[config.mk]
export PLATFORM = sky130hd
export DESIGN_NAME = lif_membrane_integrator
export DESIGN_NICKNAME = d
export VERILOG_FILES = /design/src/rtl/lif_membrane_integrator.sv
export SDC_FILE = /design/constraint.sdc
export NUM_CORES = 1
export LEC_CHECK = 0
export BUFFER_PORTS_ARGS = -buffer_cell sky130_fd_sc_hd__clkbuf_2
export CAP_MARGIN = 20
export CORE_ASPECT_RATIO = 2
export CORE_MARGIN = 2
export CORE_UTILIZATION = 30
export CTS_CLUSTER_SIZE = 16
export DETAILED_ROUTE_END_ITERATION = 8
export PLACE_DENSITY = 0.58
export SYNTH_ARGS = -nofsm -noshare
export SYNTH_HDL_FRONTEND = slang
export SYNTH_SLANG_ARGS = --single-unit
[constraint.sdc]
create_clock -name clk -period 4 [get_ports clk]
set_clock_uncertainty 0.05 [all_clocks]
set_input_delay 0.2 -clock clk [delete_from_list [all_inputs] [get_ports clk]]
set_output_delay 0.2 -clock clk [all_outputs]
set_load 0.02 [all_outputs]
[src/rtl/lif_membrane_integrator.sv]
// Leaky integrate-and-fire membrane stage.
// Each accepted strobe adds the adder sum to a leaky membrane potential. When
// the potential reaches the runtime threshold, the stage emits a one-cycle
// spike, clears the membrane, and then ignores strobes for REFRACT_CYCLES
// cycles.
// Optional feature: define LIF_SATURATE_EN to clamp overflow to all-ones and
// flag it on sat. When it is undefined, overflow wraps and sat is tied low.
module lif_membrane_integrator #(
   parameter int unsigned N              = 4,
   parameter int unsigned V_WIDTH        = 8,
   parameter int unsigned LEAK_SHIFT     = 1,
   parameter int unsigned REFRACT_CYCLES = 2
) (
   input  logic               clk,
   input  logic               reset,
   input  logic               in_valid,
   input  logic [N:0]         in_sum,
   input  logic [V_WIDTH-1:0] threshold,
   output logic               spike,
   output logic [V_WIDTH-1:0] membrane,
   output logic               refractory,
   output logic               sat
);

   localparam int unsigned CW = (REFRACT_CYCLES < 2) ? 1 : $clog2(REFRACT_CYCLES + 1);

   typedef enum logic {
      INTEGRATE = 1'b0,
      REFRACT   = 1'b1
   } state_t;

   state_t             state_q, state_d;
   logic [CW-1:0]      cnt_q, cnt_d;
   logic               spike_q, spike_d;
   logic [V_WIDTH-1:0] mem_q, mem_d;
   logic [V_WIDTH-1:0] v_leak;
   logic [V_WIDTH-1:0] v_eff;
   logic               fire;

`ifdef LIF_SATURATE_EN
   logic               sat_q, sat_d;
   logic [V_WIDTH:0]   v_sum;
   logic               ovf;
`endif

   // Leak, integrate, and overflow handling for the candidate potential
   always_comb begin
      // mem - (mem >> k) never underflows, so V_WIDTH bits are enough here
      v_leak = mem_q - (mem_q >> LEAK_SHIFT);
`ifdef LIF_SATURATE_EN
      v_sum = {1'b0, v_leak} + (V_WIDTH + 1)'(in_sum);
      ovf   = v_sum[V_WIDTH];
      v_eff = ovf ? '1 : v_sum[V_WIDTH-1:0];
`else
      v_eff = v_leak + V_WIDTH'(in_sum);
`endif
      fire = (v_eff >= threshold);
   end

   // Next-state logic for the integrate/refractory FSM and its outputs
   always_comb begin
      state_d = state_q;
      cnt_d   = cnt_q;
      spike_d = 1'b0;
      mem_d   = mem_q;
`ifdef LIF_SATURATE_EN
      sat_d   = 1'b0;
`endif
      case (state_q)
         INTEGRATE: begin
            if (in_valid) begin
`ifdef LIF_SATURATE_EN
               sat_d = ovf;
`endif
               if (fire) begin
                  spike_d = 1'b1;
                  mem_d   = '0;
                  if (REFRACT_CYCLES > 0) begin
                     state_d = REFRACT;
                     cnt_d   = CW'(REFRACT_CYCLES);
                  end
               end else begin
                  mem_d = v_eff;
               end
            end
         end
         REFRACT: begin
            // The spike cycle is the first refractory cycle, so leaving at
            // count 1 gives exactly REFRACT_CYCLES cycles with refractory high
            mem_d = '0;
            cnt_d = cnt_q - CW'(1);
            if (cnt_q == CW'(1)) begin
               state_d = INTEGRATE;
            end
         end
         default: begin
            state_d = INTEGRATE;
            cnt_d   = '0;
            mem_d   = '0;
         end
      endcase
   end

   // State and output registers with asynchronous reset
   always_ff @(posedge clk or posedge reset) begin
      if (reset) begin
         state_q <= INTEGRATE;
         cnt_q   <= '0;
         spike_q <= 1'b0;
         mem_q   <= '0;
`ifdef LIF_SATURATE_EN
         sat_q   <= 1'b0;
`endif
      end else begin
         state_q <= state_d;
         cnt_q   <= cnt_d;
         spike_q <= spike_d;
         mem_q   <= mem_d;
`ifdef LIF_SATURATE_EN
         sat_q   <= sat_d;
`endif
      end
   end

   assign spike      = spike_q;
   assign membrane   = mem_q;
   assign refractory = (state_q == REFRACT);
`ifdef LIF_SATURATE_EN
   assign sat        = sat_q;
`else
   assign sat        = 1'b0;
`endif

endmodule

# After elaboration in Yosys (flattened, before gate mapping)
# Cells that the tools add are included.
word_totals:
  elab_cells: 24
  inputBits: 16
  out_inout_bits: 11
  ff_bits: 12
classes:
  add_sub_neg: 3
  reduce_logical: 1
  bitwise: 1
  n_eq_ne: 3
  muxes: 11
  order_cmp: 1
op_table:
  columns: ["op", "n"]
  rows:
  - ["$mux W8", 2]
  - ["$pmux W8 S2", 1]
  - ["$add A8 B5 Y8", 1]
  - ["$ge A8 B8 Y1", 1]
  - ["$sub A8 B7 Y8", 1]
  - ["$mux W1", 4]
  - ["$mux W2", 2]
  - ["$ne A2 B2 Y1 const B", 2]
  - ["$pmux W2 S2", 1]
  - ["$eq A2 B1 Y1 const B", 1]
  - ["$pmux W1 S2", 1]
  - ["$reduce_and A2 Y1", 1]
  - ["$sub A2 B1 Y2 const B", 1]
  - ["$not A1 Y1", 1]

# Logic depth before layout (Yosys ltp)
logic_depth:
  word_depth: 6
  mapped_depth: 15
  ltp_nobuf: 15

# Worst setup path after synthesis
# OpenSTA, ideal clock, no wires.
synth_timing:
  path_kind: "flip-flop to flip-flop"
  start: "reg mem_q[1], in the netlist membrane[1]"
  end: "reg cnt_q[0]"
  t_required_ns: 3.825
  setup_time_ns: 0.125
  synth_period_minus_slack_ns: 3.300
  path_slack_ns: 0.700
  n_path_buf: 0
  path_stages_with_launch: 15
  arrival_time_ns: 3.125
  cell_sequence: "dfrtp_1 inv_1 fa_1 inv_1 fa_1 a21oi_2 o211ai_1 a21oi_1 xnor2_1 ha_1 nand2_1 o21ai_0 a21o_1 a21oi_1 mux2_2"
synth_via:
  elab_chain_cells: 5
synth_lines:
  columns: ["element", "line_no", "source"]
  rows:
  - ["from (decl)", "35", "logic [V_WIDTH-1:0] mem_q, mem_d;"]
  - ["from (signal assigned)", "118", "mem_q <= mem_d;"]
  - ["$sub A8 B7 Y8", "49", "v_leak = mem_q - (mem_q >> LEAK_SHIFT);"]
  - ["$add A8 B5 Y8", "55", "v_eff = v_leak + V_WIDTH'(in_sum);"]
  - ["$ge A8 B8 Y1", "57", "fire = (v_eff >= threshold);"]
  - ["$ne A2 B2 Y1 (no source line)", null, null]
  - ["$reduce_and A2 Y1 (no source line)", null, null]
  - ["to (signal assigned)", "116", "cnt_q <= cnt_d;"]
  - ["to (decl)", "33", "logic [CW-1:0] cnt_q, cnt_d;"]
# No other way between the ends.
# A chain may end at the register's enable or synchronous reset.

# Worst setup path after layout
# Ends and elaborated chain as after synthesis.

==> out/qor.yml <==
outcome:
  status: "finished, final reports clean"
worst_setup_path:
  r2r_slack_ns: 0.55
  crit_required_ns: 4.07
  crit_type: "register to register"
  crit_path_top_delay_cell: "fa_1"
  worstPathCellList: "inv_1 > fa_1 > inv_1 > fa_1 > a21oi_2 > o211ai_1 > a21oi_1 > xnor2_1 > ha_1 > nand2_1 > nor3_2 > a21o_1 > a21oi_1 > mux2_2"
  end_kind: "register"
  critPathMaxFanout: 4
  crit_path_start_kind: "register"
  r2r-start: "membrane[1]$_DFFE_PP0P_"
  r2r_cells: 14
  crit_path_max_incr_delay_ns: 0.51
  worstPathArrival_ns: 3.53
  r2r_end: "cnt_q[0]$_DFFE_PP0P_"
cts:
  cts_made_buffers: 3
  cts_buffer_depth: 2
  cts.htree.levels: 1
  cts_num_sinks: 12
  clkTransAtPathRegs_ns: 0.05
  cts-root-buf: "clkbuf_8"
  cts_tree: "done"
  worst_skew_pair.late_latency_ns: 0.24
sta:
  hold_violations: 0
  drv_slew: 0
  rsz0062_at_grt: "false"
  min_period_over_period_pct: 86.3
  clock.fmax_ghz: 0.290
  min_period_ns: 3.45
  setup_viol: 0
  tns_ns: 0
synthesis:
  synthFlopType: "dfrtp_1"
  ys_warn_count: 0
  syn-num-nets: 175
  synth_cell_types: 28
  synth-seq-cells: 12
  synth_edf_count: 0
  asyncSetResetFlopFracSynth_pct: 100
  ys_seq_area_share_pct: 25.4
  avgSynthCellArea_um2: 8.76
  netlist_area_um2: 1180
  syn_inst: 135
grt:
  grt_pass1_vias: 1017
  grt_usage_pct: 12.1
  antenna_found_initial: 0
  grt_pass1_wl_um: 4190
  grt_max_degree: 13
  grt.overflow.total: 0
place:
  gp_congestion: 0.728
  io_buffers: 25
  hpwl_um: 2040
layout:
  fillerInstances: 427
  drive_gt1_share_pct: 22.7
  syn2layout_area_growth_pct: 20.2
  multiInputGateArea_um2: 724
  antenna_cells: 0
  fin_nets: 204
  seq_area_um2: 300
job:
  drv_cap: 0
detailed_routing:
  via_per_inst: 4.55
  drc: 0
  wl_per_cell_um: 11.3
  vias: 973
  ant_nets: 0
  drt_iter0_drc: 19
  totalWireLength_um: 2410
  drt_first_pass_iters: 4
worst_hold_path:
  worstHoldStart: "in_valid"
  hold_depth: 3
  hold_end: "cnt_q[1]$_DFFE_PP0P_"
  min_path_type: "input port to register"
die:
  die-area_um2: 4490
  row_count: 32
  die_x_um: 48.4
  ios: 27
  die_h_um: 92.8
  coreArea_um2: 3800
  start_util_pct: 31.1
[synth_stat cells (2+ instances only)]
library cell	n	area, um2
inv_1	37	139
ha_1	19	238
dfrtp_1	12	300
nor2_1	8	30.0
a21oi_1	6	30.0
nand2_1	6	22.5
o21ai_0	6	30.0
a22oi_1	5	37.5
fa_1	5	100
xnor2_1	4	35.0
a32o_1	3	30.0
a211oi_2	2	25.0
a21o_1	2	15.0
a21oi_2	2	17.5
nor3_2	2	20.0
nor4_1	2	12.5
o21bai_1	2	15.0
xor2_1	2	17.5
[cell families after synthesis]
group | synth area share (%)
xor gates and xnor gates | 4.44
adders and majority gates | 28.6
DFF | 25.4
buffers and inverters | 13.3
AOI/OAI and AO/OA | 18.7
muxes | 0.952
and+or+nand+nor | 8.25
other | 0.317
[how the worst max path moves through the flow]
| stage | startpoint | endpoint | slack (ns) | depth (start not counted) |
|---|---|---|---|---|
| floorplan | membrane[1]$_DFFE_PP0P_ | cnt_q[0]$_DFFE_PP0P_ | 0.70 | 14 |
| global placement | membrane[1]$_DFFE_PP0P_ | cnt_q[0]$_DFFE_PP0P_ | 0.54 | 14 |
| detailed placement | membrane[1]$_DFFE_PP0P_ | cnt_q[0]$_DFFE_PP0P_ | 0.53 | 14 |
| CTS | membrane[1]$_DFFE_PP0P_ | cnt_q[0]$_DFFE_PP0P_ | 0.50 | 14 |
| global route | membrane[1]$_DFFE_PP0P_ | cnt_q[0]$_DFFE_PP0P_ | 0.26 | 14 |
| finish | membrane[1]$_DFFE_PP0P_ | cnt_q[0]$_DFFE_PP0P_ | 0.55 | 14 |
[worst max-delay path, delay by kind of cell, from the launching register on]
| family | cells | cell delay (ns) |
|---|---|---|
| compound gates | 5 | 0.77 |
| xor+xnor | 1 | 0.13 |
| fa+ha+maj | 3 | 1.27 |
| buf+inv | 2 | 0.15 |
| flops | 1 | 0.40 |
| mux | 1 | 0.27 |
| simple gates | 2 | 0.29 |
[through the flow]
stage	setup WS (ns)	hold slack, ns	instance area (um2)	utilization, %	cells
3_3_place_gp	0.535	0.172	1360	35.7	209
3_5_place_dp	0.528	0.171	1360	35.7	209
2_1_floorplan	0.700	0.0147	1180	-	135
6_report	0.549	0.199	1420	37.4	214
5_1_grt	0.265	0.218	1420	37.4	214
4_1_cts	0.505	0.191	1420	37.4	214
[sequential cells by signal (all words and copies together) (netlist names)]
| register | flops |
|---|---|
| cnt_q | 2 |
| membrane | 8 |
| refractory | 1 |
| spike | 1 |
[final cells by class]
cell class	count	share of cell area, %
multi-input combinational	83	51.0
sequential	12	21.1
inverter	38	10.0
timing repair buffer	26	9.51
tap	51	4.49
clock buffer	4	3.87
[per-layer routing]
metal  track usage (%)  vias to the layer above  wire, um
met5                 0                        -         0
met4              5.71                        0        44
met2              24.0                       25      1390
met3              1.61                        4        98
met1              11.9                      448       873
li1                  -                      496         -
[placed cells by master (no fill, tap or decap), drive strengths merged, types with 2 or more instances in the layout]
cell and count:
inv 38, xor2 2, dfrtp 12, a22oi 5
nand2 6, a211oi 2, xnor2 4, fa 5
a21oi 8, a21o 2, nor4 2, a32o 3
clkbuf 29, o21ai 7, nor3 2, nor2 8
o21bai 2, ha 19
[repair_timing]
item,CTS,global route
gates resized for setup,0,0
endpoints found under the setup margin,0,0
hold buffers,1,0
setup buffers,0,0
endpoints found under the hold margin,12,0
Power is not shown: default switching activity piles up to over one toggle a cycle in this logic, so the estimate is an artifact.
